File: config.mk
export PLATFORM = sky130hd
export DESIGN_NAME = fft_frame_loader_flat
export DESIGN_NICKNAME = d
export VERILOG_FILES = /design/src/rtl/fft_frame_loader_if.sv /design/src/rtl/fft_frame_loader.sv /design/src/flat_wrapper.sv
export SDC_FILE = /design/constraint.sdc
export NUM_CORES = 1
export LEC_CHECK = 0
export ABC_AREA = 1
export BUFFER_PORTS_ARGS = -buffer_cell sky130_fd_sc_hd__buf_4
export CAP_MARGIN = 20
export CORE_MARGIN = 1
export CORE_UTILIZATION = 39
export CTS_CLUSTER_SIZE = 8
export DETAILED_ROUTE_END_ITERATION = 16
export HOLD_SLACK_MARGIN = 0.15
export PLACE_DENSITY = 0.65
export SYNTH_ARGS = -nofsm -noshare
export SYNTH_HDL_FRONTEND = slang
export SYNTH_SLANG_ARGS = --single-unit
export TNS_END_PERCENT = 1
File: constraint.sdc
create_clock -name clk -period 3.9 [get_ports clk]
set_input_delay 0.195 -clock clk [delete_from_list [all_inputs] [get_ports clk]]
set_output_delay 0.195 -clock clk [all_outputs]
set_load 0.03 [all_outputs]
File: src/rtl/fft_frame_loader_if.sv
// rtl/fft_frame_loader_if.sv - i2s capture inputs and fft load/stream outputs of the frame loader
interface fft_frame_loader_if #(
    parameter int WIDTH = 16
);
    logic             lrck;
    logic [23:0]      left;
    logic             fft_done;
    logic             start;
    logic             load;
    logic [WIDTH-1:0] rd;
    logic             frame_dropped;
    logic [7:0]       drop_count;

    modport master (
        output lrck, left, fft_done,
        input  start, load, rd, frame_dropped, drop_count
    );

    modport slave (
        input  lrck, left, fft_done,
        output start, load, rd, frame_dropped, drop_count
    );
endinterface

File: src/rtl/fft_frame_loader.sv
// rtl/fft_frame_loader.sv - ping-pong frame buffer from i2s left samples to the fft load port
// A frame fills one bank while the other streams; full frames arriving while busy are dropped.
module fft_frame_loader #(
    parameter int WIDTH = 16,
    parameter int N_2   = 5,
    parameter int DECIM = 1
) (
    input  logic              clk,
    input  logic              reset,
    fft_frame_loader_if.slave io
);
    localparam int FRAME = 1 << N_2;

    typedef enum logic [1:0] {S_IDLE, S_START, S_LOAD} state_t;

    state_t           state_q, state_d;
    logic             lrck_q, lrck_q2, done_q;
    logic [7:0]       dcnt_q, dcnt_d;
    logic [N_2-1:0]   widx_q, widx_d;
    logic [N_2-1:0]   ridx_q, ridx_d;
    logic             wbank_q, wbank_d;
    logic             rbank_q, rbank_d;
    logic             busy_q, busy_d;
    logic             start_q, start_d;
    logic             load_q, load_d;
    logic             drop_q, drop_d;
    logic [WIDTH-1:0] rd_q, rd_d;
    logic [7:0]       drop_count_q, drop_count_d;
    logic [WIDTH-1:0] mem [2*FRAME];

    logic strobe, wr_en, frame_full, accept, done_fall;
    logic [23-WIDTH:0] unused_left;

    assign unused_left = io.left[23-WIDTH:0];
    assign strobe      = lrck_q & ~lrck_q2;
    assign wr_en       = strobe && (dcnt_q == 8'(0));
    assign frame_full  = wr_en && (widx_q == '1);
    assign accept      = frame_full && (state_q == S_IDLE) && !busy_q;
    assign done_fall   = done_q & ~io.fft_done;

    always_comb begin
        state_d      = state_q;
        dcnt_d       = dcnt_q;
        widx_d       = widx_q;
        ridx_d       = ridx_q;
        wbank_d      = wbank_q;
        rbank_d      = rbank_q;
        busy_d       = busy_q;
        drop_count_d = drop_count_q;
        start_d      = 1'b0;
        load_d       = 1'b0;
        drop_d       = 1'b0;
        rd_d         = '0;

        if (strobe) begin
            dcnt_d = (dcnt_q == 8'(DECIM - 1)) ? 8'(0) : dcnt_q + 8'(1);
        end
        if (wr_en) begin
            widx_d = widx_q + 1'b1;
        end
        // A dropped frame keeps its bank, so the next frame simply overwrites it.
        if (accept) begin
            wbank_d = ~wbank_q;
            rbank_d = wbank_q;
        end else if (frame_full) begin
            drop_d = 1'b1;
            if (drop_count_q != 8'hff) begin
                drop_count_d = drop_count_q + 8'(1);
            end
        end

        if (start_q) begin
            busy_d = 1'b1;
        end else if (done_fall) begin
            busy_d = 1'b0;
        end

        case (state_q)
            S_IDLE: begin
                if (accept) begin
                    state_d = S_START;
                    start_d = 1'b1;
                    ridx_d  = '0;
                end
            end
            S_START: begin
                state_d = S_LOAD;
                load_d  = 1'b1;
                rd_d    = mem[{rbank_q, ridx_q}];
                ridx_d  = ridx_q + 1'b1;
            end
            S_LOAD: begin
                // ridx wraps to zero once the last sample has been issued
                if (ridx_q == '0) begin
                    state_d = S_IDLE;
                end else begin
                    load_d = 1'b1;
                    rd_d   = mem[{rbank_q, ridx_q}];
                    ridx_d = ridx_q + 1'b1;
                end
            end
            default: state_d = S_IDLE;
        endcase
    end

    always_ff @(posedge clk or posedge reset) begin
        if (reset) begin
            state_q      <= S_IDLE;
            lrck_q       <= 1'b0;
            lrck_q2      <= 1'b0;
            done_q       <= 1'b0;
            dcnt_q       <= '0;
            widx_q       <= '0;
            ridx_q       <= '0;
            wbank_q      <= 1'b0;
            rbank_q      <= 1'b0;
            busy_q       <= 1'b0;
            start_q      <= 1'b0;
            load_q       <= 1'b0;
            drop_q       <= 1'b0;
            rd_q         <= '0;
            drop_count_q <= '0;
        end else begin
            state_q      <= state_d;
            lrck_q       <= io.lrck;
            lrck_q2      <= lrck_q;
            done_q       <= io.fft_done;
            dcnt_q       <= dcnt_d;
            widx_q       <= widx_d;
            ridx_q       <= ridx_d;
            wbank_q      <= wbank_d;
            rbank_q      <= rbank_d;
            busy_q       <= busy_d;
            start_q      <= start_d;
            load_q       <= load_d;
            drop_q       <= drop_d;
            rd_q         <= rd_d;
            drop_count_q <= drop_count_d;
        end
    end

    always_ff @(posedge clk) begin
        if (wr_en) begin
            mem[{wbank_q, widx_q}] <= io.left[23 -: WIDTH];
        end
    end

    assign io.start         = start_q;
    assign io.load          = load_q;
    assign io.rd            = rd_q;
    assign io.frame_dropped = drop_q;
    assign io.drop_count    = drop_count_q;
endmodule
File: src/flat_wrapper.sv
// flat-port wrapper written by rule: the top's interface ports become plain ports
module fft_frame_loader_flat 
#(
    parameter int WIDTH = 16,
    parameter int N_2   = 5,
    parameter int DECIM = 1
)
  (clk, reset, io_lrck, io_left, io_fft_done, io_start, io_load, io_rd, io_frame_dropped, io_drop_count);
  fft_frame_loader_if #(.WIDTH(WIDTH)) io_i ();
  input  logic clk;
  input  logic reset;
  input wire logic [$bits(io_i.lrck)-1:0] io_lrck;
  input wire logic [$bits(io_i.left)-1:0] io_left;
  input wire logic [$bits(io_i.fft_done)-1:0] io_fft_done;
  output wire logic [$bits(io_i.start)-1:0] io_start;
  output wire logic [$bits(io_i.load)-1:0] io_load;
  output wire logic [$bits(io_i.rd)-1:0] io_rd;
  output wire logic [$bits(io_i.frame_dropped)-1:0] io_frame_dropped;
  output wire logic [$bits(io_i.drop_count)-1:0] io_drop_count;
  assign io_i.lrck = io_lrck;
  assign io_i.left = io_left;
  assign io_i.fft_done = io_fft_done;
  assign io_start = io_i.start;
  assign io_load = io_i.load;
  assign io_rd = io_i.rd;
  assign io_frame_dropped = io_i.frame_dropped;
  assign io_drop_count = io_i.drop_count;
  fft_frame_loader #(.WIDTH(WIDTH), .N_2(N_2), .DECIM(DECIM)) u_core (.clk(clk), .reset(reset), .io(io_i));
endmodule
==> out/metrics.cfg <==
[run_status]
run_status=finished clean

[placement]
portBuffers=46
hpwl_um=62800
gp_congestion=0.900
dp_cells=5451

[sta]
max_slew.worst_pin.slew_ps=1010
hold_viol_final=0
slew_viol_final=0
fmax_mhz=321
fin_crit_ps=3120
rsz0062_at_grt=no
setup-tns-final_ps=0
fin_skew_ps=21.7
max-slew-margin-rel_pct=32.7
report.final.setup_viol=0
period_share_pct=80.0

[clock_tree]
cts.clk_slew.worst_paths_ps=50
cts_buffers=152
post_cts_resized=0
tritoncts=done
clkSinkCount=1077
clockRootBuffer=clkbuf_16
post-cts-setup-buffers=0
clk-insertion-delay-late_ps=730
h-tree-depth=4
cts_buffer_depth=3

[power]
powerDensity_nw_per_um2=626
p_leak_nw=19.3
ir_drop_mv=0.440

[worst_setup_path]
cp.required_ps=4320
cp-start-kind=register
path_class=reg -> reg
r2r_slack_ps=780
r2r_end=u_core.mem[43][5]$_DFFE_PP_
path_max_fanout=11
r2r_start=u_core.dcnt_q[0]$_DFFE_PP0N_
worstPathArrival_ps=3540
cpPeakStageDelay_ps=720
crit_chain=inv_1, ha_1, nand3_1, nor3_4, nand2_1, inv_1, nand3_1, nor2_1, buf_4
crit_start=u_core.dcnt_q[0]$_DFFE_PP0N_
critPathCaptureType=register
ff2ff_path_depth=9
slowest_stage=nand3_1

[min_path]
holdPathEnd=u_core.busy_q$_DFFE_PP0P_
worstHoldPathType=in -> reg
whs_path_depth=4
min-delay-start=io_fft_done

[flow_run]
max_cap_violations=0

[synth]
syn_inst=3986
synthArstFlopShare_pct=4.92
avgSynthCellArea_sq_um=11.2
synth-seq-cells=1077
yosys_most_used_dff=edfxtp_1
synth_warnings=0
yosysUniqueCellTypes=32
ys_seq_area_share_pct=71.9
synth_enable_flop_cells=1024
syn-num-nets=4026
syn_area_sq_um=44600

[global_routing]
grtUsageTotal_pct=19.6
grt_pass1_vias=27900
antenna_found_initial=0
grt_pass1_wl_um=171000
grt_max_degree=174
grt_overflow_total=0

[floorplan]
start_util_pct=39.5
coreArea_sq_um=113000
fp.dieH_um=340
ios=55
die_area_sq_um=116000
fp.dieW_um=340
rows=123

[detailed_routing]
drt_iter0_drc=2899
wl_per_cell_um=20.1
ant_nets=0
routed_via_density=5.16
num_vias=29400
wl_um=114000
dr.max_layer_used=met4
drc=0
met1_length_um=48000
first_pass_iters=6
wl_met3_um=8880
route.met2.wl_um=53900

[final_layout]
final_common_cell=edfxtp_1
nFillCells=10200
fin_cells=5683
layout.nets=4167
layout_common_cells=1024 x edfxtp_1, 981 x nand2_1, 644 x nor2_1
syn_to_final_growth_pct=15.2
drive_gt1_share_pct=9.28

==> area by class of cell <==
class | instances | area, sq um | area share, %
clock inverters | 9 | 100 | 0.195
well taps | 1500 | 1880 | 3.65
inverters | 245 | 935 | 1.82
diodes | 1 | 2.50 | 0.00487
flip-flops and latches | 1077 | 32100 | 62.4
repair buffers | 205 | 1770 | 3.44
multi-input cells | 2446 | 10500 | 20.5
clock buffers | 200 | 4090 | 7.96
==> Yosys cell counts (20+ instances only) <==
cell | number | area share [%]
a21oi_1 | 54 | 0.61
buf_2 | 111 | 1.2
buf_4 | 34 | 0.57
clkbuf_1 | 56 | 0.47
dfrtp_1 | 53 | 3.0
edfxtp_1 | 1024 | 69
inv_1 | 243 | 2.0
nand2_1 | 981 | 8.3
nand3_1 | 374 | 4.2
nor2_1 | 645 | 5.4
o211ai_1 | 28 | 0.47
o21ai_0 | 280 | 3.1
or2_2 | 20 | 0.28
==> what timing repair did <==
item | in CTS | in global routing
endpoints found under the setup margin | 0 | 0
endpoints found under the hold margin | 1080 | 0
hold buffers | 22 | 0
==> routing by layer <==
metal  up-vias  GRT usage (%)
li1      13700              -
met1     14200           26.3
met2      1187           31.4
met3       192           3.71
met4         0           7.83
met5         -              0
==> how the worst max path moves through the flow <==
stage / endpoint / slack (ps)
5_1_grt: u_core.mem[9][15]$_DFFE_PP_ / 650
2_1_floorplan: u_core.mem[23][0]$_DFFE_PP_ / 980
6_report: u_core.mem[43][5]$_DFFE_PP_ / 780
3_3_place_gp: u_core.mem[33][13]$_DFFE_PP_ / 940
4_1_cts: u_core.mem[33][11]$_DFFE_PP_ / 880
3_5_place_dp: u_core.mem[33][13]$_DFFE_PP_ / 910
==> cells by family after synthesis <==
group / Yosys count / synth area share (%)
buffers and inverters: 463 / 4.56
AO/OA/AOI/OAI: 370 / 4.32
flip-flops: 1077 / 71.9
AND/OR/NAND/NOR: 2049 / 18.6
adder cells (fa/ha/maj): 12 / 0.337
XOR/XNOR: 15 / 0.295
==> worst max-delay path, delay by kind of cell (launching register included) <==
kind / cells / cell delay (ps)
adders and majority gates: 1 / 150
buffers and inverters: 3 / 490
DFF: 1 / 410
and+or+nand+nor: 5 / 1750
==> flip-flops by register name (all words and copies together) (netlist names) <==
name                     cells
u_core.done_q                1
u_core.lrck_q                1
u_core.rbank_q               1
u_core.io.start              1
u_core.wbank_q               1
u_core.lrck_q2               1
u_core.busy_q                1
u_core.io.drop_count         8
u_core.ridx_q                5
u_core.state_q               2
u_core.dcnt_q                8
u_core.mem                1024
u_core.io.load               1
u_core.io.rd                16
u_core.io.frame_dropped      1
u_core.widx_q                5
==> where the power goes <==
part / switching [mW] / total [mW] / internal (mW)
Clock: 4.54 / 11.7 / 7.19
Combinational: 5.19 / 7.18 / 1.99
Sequential: 0.265 / 13.2 / 13.0
==> through the flow <==
stage / instance area, sq um / hold WS (ps) / worst slack, ps / total power [mW] / util [%]
after floorplan: 44600 / 226 / 984 / 18.1 / -
after global placement: 47000 / 281 / 943 / 20.4 / 41.6
after CTS: 51400 / 234 / 881 / 32.3 / 45.5
after detailed placement: 47000 / 283 / 912 / 20.5 / 41.6
final: 51400 / 271 / 781 / 32.2 / 45.5
after global routing: 51400 / 288 / 653 / 33.5 / 45.5
Power figures use the tool's default switching activity.
